==> config.mk <==
export PLATFORM = sky130hd
export DESIGN_NAME = completion_wait_channel
export DESIGN_NICKNAME = d
export VERILOG_FILES = /design/src/rtl/completion_wait_channel.sv
export SDC_FILE = /design/constraint.sdc
export NUM_CORES = 1
export LEC_CHECK = 0
export CAP_MARGIN = 10
export CORE_ASPECT_RATIO = 0.6
export CORE_MARGIN = 10
export CORE_UTILIZATION = 39
export DETAILED_ROUTE_END_ITERATION = 7
export PLACE_DENSITY = 0.82
export REMOVE_ABC_BUFFERS = 1
export SYNTH_ARGS = -nofsm -noshare
export SYNTH_HDL_FRONTEND = slang
export SYNTH_SLANG_ARGS = --single-unit
==> constraint.sdc <==
create_clock -name iClock -period 2.6 [get_ports iClock]
set_clock_uncertainty 0.15 [all_clocks]
set_input_delay 0.39 -clock iClock [delete_from_list [all_inputs] [get_ports iClock]]
set_output_delay 0.39 -clock iClock [all_outputs]
set_load 0.05 [all_outputs]
==> src/rtl/completion_wait_channel.sv <==
// Initiator-side command channel: stamps a local command with this node's ID, issues it
// downstream, then blocks further commands until the matching completion or a timeout.
module completion_wait_channel #(
  parameter int AddressWidth       = 32,
  parameter int InnerIFLengthWidth = 16,
  parameter int ThisID             = 1,
  parameter int TimeoutWidth       = 16,
  parameter int TimeoutCycles      = 1000
) (
  input  logic                          iClock,
  input  logic                          iReset,
  input  logic [5:0]                    iSrcOpcode,
  input  logic [4:0]                    iSrcTargetID,
  input  logic [AddressWidth-1:0]       iSrcAddress,
  input  logic [InnerIFLengthWidth-1:0] iSrcLength,
  input  logic                          iSrcCmdValid,
  output logic                          oSrcCmdReady,
  output logic [5:0]                    oDstOpcode,
  output logic [4:0]                    oDstTargetID,
  output logic [4:0]                    oDstSourceID,
  output logic [AddressWidth-1:0]       oDstAddress,
  output logic [InnerIFLengthWidth-1:0] oDstLength,
  output logic                          oDstCmdValid,
  input  logic                          iDstCmdReady,
  input  logic [5:0]                    iCmpltOpcode,
  input  logic [4:0]                    iCmpltTargetID,
  input  logic [4:0]                    iCmpltSourceID,
  input  logic [AddressWidth-1:0]       iCmpltAddress,
  input  logic [InnerIFLengthWidth-1:0] iCmpltLength,
  input  logic                          iCmpltValid,
  output logic                          oCmpltReady,
  output logic                          oBusy,
  output logic                          oDone,
  output logic                          oMismatch,
  output logic                          oTimeout
);

  typedef enum logic [1:0] {
    Idle       = 2'b00,
    ForwardReq = 2'b01,
    WaitCmplt  = 2'b11
  } state_t;

  localparam logic [4:0] ThisIdBits = 5'(ThisID);
  localparam bit TimeoutEnable = (TimeoutCycles != 0);
  localparam logic [TimeoutWidth-1:0] TimeoutLast =
    TimeoutWidth'((TimeoutCycles == 0) ? 0 : TimeoutCycles - 1);

  state_t state, state_next;

  logic [5:0]                    opcode_q;
  logic [4:0]                    target_q;
  logic [AddressWidth-1:0]       address_q;
  logic [InnerIFLengthWidth-1:0] length_q;
  logic [TimeoutWidth-1:0]       wait_count;
  logic                          done_q, mismatch_q, timeout_q;

  logic src_fire, dst_fire, cmplt_fire, cmplt_match, timeout_hit;
  logic in_wait, match_fire;

  assign oSrcCmdReady = (state == Idle);
  assign oDstCmdValid = (state == ForwardReq);
  assign oCmpltReady  = (state == WaitCmplt);
  assign oBusy        = (state != Idle);

  assign oDstOpcode   = opcode_q;
  assign oDstTargetID = target_q;
  assign oDstSourceID = ThisIdBits;
  assign oDstAddress  = address_q;
  assign oDstLength   = length_q;

  assign oDone     = done_q;
  assign oMismatch = mismatch_q;
  assign oTimeout  = timeout_q;

  assign src_fire   = iSrcCmdValid & oSrcCmdReady;
  assign dst_fire   = oDstCmdValid & iDstCmdReady;
  assign cmplt_fire = iCmpltValid & oCmpltReady;
  assign in_wait    = (state == WaitCmplt);

  // A completion belongs to us when it is addressed back to the node we targeted.
  assign cmplt_match = (iCmpltOpcode == 6'd0) &&
                       (iCmpltTargetID == 5'd0) &&
                       (iCmpltSourceID == target_q) &&
                       (iCmpltLength == InnerIFLengthWidth'(1)) &&
                       (iCmpltAddress == address_q);

  assign match_fire  = cmplt_fire & cmplt_match;
  assign timeout_hit = TimeoutEnable && (wait_count == TimeoutLast);

  always_ff @(posedge iClock) begin
    if (iReset) begin
      state <= Idle;
    end else begin
      state <= state_next;
    end
  end

  always_comb begin
    state_next = state;
    case (state)
      Idle: begin
        if (src_fire && (iSrcLength != '0)) state_next = ForwardReq;
      end
      ForwardReq: begin
        if (dst_fire) state_next = WaitCmplt;
      end
      WaitCmplt: begin
        if (match_fire || timeout_hit) state_next = Idle;
      end
      default: state_next = Idle;
    endcase
  end

  always_ff @(posedge iClock) begin
    if (iReset) begin
      opcode_q  <= '0;
      target_q  <= '0;
      address_q <= '0;
      length_q  <= '0;
    end else if (src_fire) begin
      opcode_q  <= iSrcOpcode;
      target_q  <= iSrcTargetID;
      address_q <= iSrcAddress;
      length_q  <= iSrcLength;
    end
  end

  always_ff @(posedge iClock) begin
    if (iReset) begin
      wait_count <= '0;
    end else if (dst_fire) begin
      wait_count <= '0;
    end else if (in_wait && (wait_count != '1)) begin
      wait_count <= wait_count + 1'b1;
    end
  end

  // A stray completion arriving on the timeout cycle reports only the timeout,
  // keeping the three pulses mutually exclusive.
  always_ff @(posedge iClock) begin
    if (iReset) begin
      done_q     <= 1'b0;
      mismatch_q <= 1'b0;
      timeout_q  <= 1'b0;
    end else begin
      done_q     <= in_wait && match_fire;
      timeout_q  <= in_wait && !match_fire && timeout_hit;
      mismatch_q <= in_wait && cmplt_fire && !cmplt_match && !timeout_hit;
    end
  end

endmodule
==> flow_metrics.env <==
export IMPL_drtIter0Drc=194
export IMPL_slew_headroom_pct=55.6
export IMPL_rsz0062_at_grt="false"
export IMPL_root_buffer="clkbuf_16"
export IMPL_worst_slew_pin_slew_ns=0.666
export IMPL_synthFlopType="dfxtp_1"
export IMPL_numCtsBuffers=9
export IMPL_synth_warnings=0
export IMPL_fillers=767
export IMPL_syn_to_final_growth_pct=61.7
export IMPL_wl_per_cell_um=18.4
export IMPL_clock_sinks=80
export IMPL_clockBufferDepth=2
export IMPL_tns_ns=0
export IMPL_startpoint_type="flip-flop"
export IMPL_nets=784
export IMPL_n_antenna_cell=0
export IMPL_critPathKind="flip-flop to output pin"
export IMPL_grt_max_degree=60
export IMPL_port_buffer_count=193
export IMPL_wl_met2_mm=6.63
export IMPL_p_leak_nw=2.14
export IMPL_finalWirelength_mm=14.5
export IMPL_finalHoldViolations=0
export IMPL_switching_power_mw=1.00
export IMPL_status="finished clean"
export IMPL_grt_usage_pct=20.0
export IMPL_ctsHtreeMaxLevel=3
export IMPL_start_util_pct=40.3
export IMPL_top_layer="met5"
export IMPL_crit_start="state[0]"
export IMPL_critPathRequiredTime_ns=2.06
export IMPL_routed_via_count=4075
export IMPL_worstPathArrival_ns=1.87
export IMPL_wl_met3_mm=1.76
export IMPL_netlist_instances=471
export IMPL_clock_fmax_mhz=415
export IMPL_hold_depth=2
export IMPL_worst_skew_pair_late_latency_ns=0.33
export IMPL_cp_slowest_cell="clkdlybuf4s50_1"
export IMPL_worstReg2RegStart="wait_count[0]"
export IMPL_combPwrFrac_pct=25.2
export IMPL_hold_end="state[0]"
export IMPL_crit_fanout=5
export IMPL_seq_area_mm2=0.00160
export IMPL_grt_pass1_vias=4140
export IMPL_die_x_um=146
export IMPL_hold_path_class="primary input to flip-flop"
export IMPL_place_ws_ns=-0.0726
export IMPL_ant_nets=0
export IMPL_antenna_found_initial=1
export IMPL_finalCritPeriodShare_pct=92.7
export IMPL_avgSynthCellArea_um2=7.92
export IMPL_p_per_area_mw_per_mm2=554
export IMPL_path_cells="nor2b_1, clkdlybuf4s50_1"
export IMPL_overflow=0
export IMPL_gp_congestion=0.843
export IMPL_layout_commonest_cell="clkdlybuf4s50_1"
export IMPL_switching_share_pct=30.0
export IMPL_die_h_um=95.8
export IMPL_place_area_mm2=0.00575
export IMPL_fin_ws_ns=0.190
export IMPL_total_power_mw=3.34
export IMPL_netlist_area_mm2=0.00373
export IMPL_rows=27
export IMPL_clk_pin_slew_ns=0.06
export IMPL_dr_pass1_iters=4
export IMPL_min_period_ns=2.41
export IMPL_synth_edff_count=0
export IMPL_rrSetupSlack_ns=0.30
export IMPL_seqPwrFrac_pct=39.9
export IMPL_final_layout_size_suffix_gt1_share_pct=4.55
export IMPL_core_area_mm2=0.00926
export IMPL_final_max_slew_viol_count=0
export IMPL_synthArstFlopShare_pct=0
export IMPL_cts_tree="yes"
export IMPL_ys_types=41
export IMPL_multi_input_area_mm2=0.00201
export IMPL_crit_path_end_kind="output pin"
export IMPL_max_cap_viol_count=0
export IMPL_yosysSeqAreaShare_pct=42.9
export IMPL_grt_pass1_wl_mm=22.3
export IMPL_peakVddDrop_mv=0.526
export IMPL_hold_path_startpoint="iReset"
export IMPL_vias_per_cell=5.16
export IMPL_m1WireLength_mm=5.97
export IMPL_layout_common_cells="clkdlybuf4s50_1, nand2_1, dfxtp_1"
export IMPL_internal_power_mw=2.34
export IMPL_clkPwrFrac_pct=34.9
export IMPL_worst_r2r_cell_count=6
export IMPL_dpl_hpwl_mm=11.5
export IMPL_finalSetupViolations=0
export IMPL_r2r_end="wait_count[11]"
export IMPL_route_detailed_drc=0
export IMPL_die_area_mm2=0.0140
export IMPL_pin_count=199
export IMPL_cpPeakStageDelay_ns=0.87
export IMPL_ys_ff_latch=80
export IMPL_stdcell_area_mm2=0.00603
export IMPL_fin_util_pct=65.2
[repair_timing]
item	CTS	global route
hold buffers	0	0
gates resized for setup	0	1
endpoints found under the setup margin	0	1
setup buffers	0	0
endpoints found under the hold margin	0	0
[worst max-delay path: cells and delay by family (launching register included)]
kind          cells  cell delay, ns
simple gates      1            0.27
flops             1            0.40
buf+inv           1            0.87
[state kept, by name, indices dropped and copies added, names as in the netlist]
name,flops
oDstOpcode,6
oDstTargetID,5
oDstLength,16
oMismatch,1
wait_count,16
state,2
oTimeout,1
oDone,1
oDstAddress,32
[kinds of logic (layout without fill, tap and decap cells)]
logic type,count (synthesis),count (layout),synth area share (%)
and+or+nand+nor,229,229,29.3
other,2,5,0.201
buffers and inverters,31,216,3.82
adders and majority gates,1,1,0.335
xor gates and xnor gates,44,44,10.3
DFF,80,80,42.9
AOI/OAI and AO/OA,81,81,12.2
muxes,3,3,0.805
[cells in the mapped netlist, types with 2 or more instances]
library cell,n,area (um2)
nor3b_1,2,15.0
a31oi_1,2,12.5
nor2_1,15,56.3
xnor2_1,31,272
nor4_1,19,119
conb_1,2,7.51
nand2_1,134,503
o21ai_0,2,10.0
nand3_1,5,25.0
mux2i_1,3,30.0
nor3_1,5,25.0
and4_1,5,43.8
nor2b_1,2,12.5
a311oi_1,2,17.5
a31o_2,2,17.5
a21oi_1,66,330
buf_4,5,37.5
dfxtp_1,80,1600
clkbuf_1,22,82.6
or3b_2,2,17.5
and2_1,4,25.0
a211oi_1,3,22.5
nand2b_1,2,12.5
or4_1,2,15.0
nand4_1,18,113
xor2_1,13,114
inv_1,3,11.3
and3_1,4,25.0
nor4b_1,4,35.0
[layout make-up]
class / instances / area share (%)
multi-input combinational: 363 / 33.3
timing repair buffer: 198 / 32.8
sequential: 80 / 26.5
clock buffer: 12 / 4.25
tap: 130 / 2.70
clock inverter: 3 / 0.290
inverter: 3 / 0.187
[stage by stage]
| stage | std cells | hold slack (ns) |
|---|---|---|
| floorplan | 446 | 0.292 |
| global placement | 774 | 0.291 |
| detailed placement | 774 | 0.296 |
| CTS | 789 | 0.190 |
| global route | 789 | 0.222 |
| finish | 789 | 0.212 |
[power by group through the flow]
stage	combinational (mW)	sequential [mW]	clock (mW)
2_1_floorplan	0.228	1.55	0
3_3_place_gp	0.834	1.36	0
3_5_place_dp	0.842	1.36	0
4_1_cts	0.846	1.33	1.20
5_1_grt	0.894	1.34	1.24
6_report	0.842	1.33	1.17
[per-layer routing]
| layer | vias up | global-route usage (%) |
|---|---|---|
| met1 | 1887 | 22.1 |
| met3 | 14 | 11.5 |
| met4 | 2 | 4.81 |
| li1 | 1986 | - |
| met5 | - | 0 |
| met2 | 186 | 33.1 |
[worst max-delay path by stage]
stage / cells past startpoint / slack [ns] / endpoint
2_1_floorplan: 4 / -0.09 / oDstAddress[0]
3_5_place_dp: 6 / -0.07 / oMismatch
3_3_place_gp: 6 / -0.003 / oDone
6_report: 2 / 0.19 / oDstCmdValid
4_1_cts: 2 / 0.19 / oDstCmdValid
5_1_grt: 2 / 0.11 / oSrcCmdReady
No activity file was read; power rests on OpenSTA's default activity.
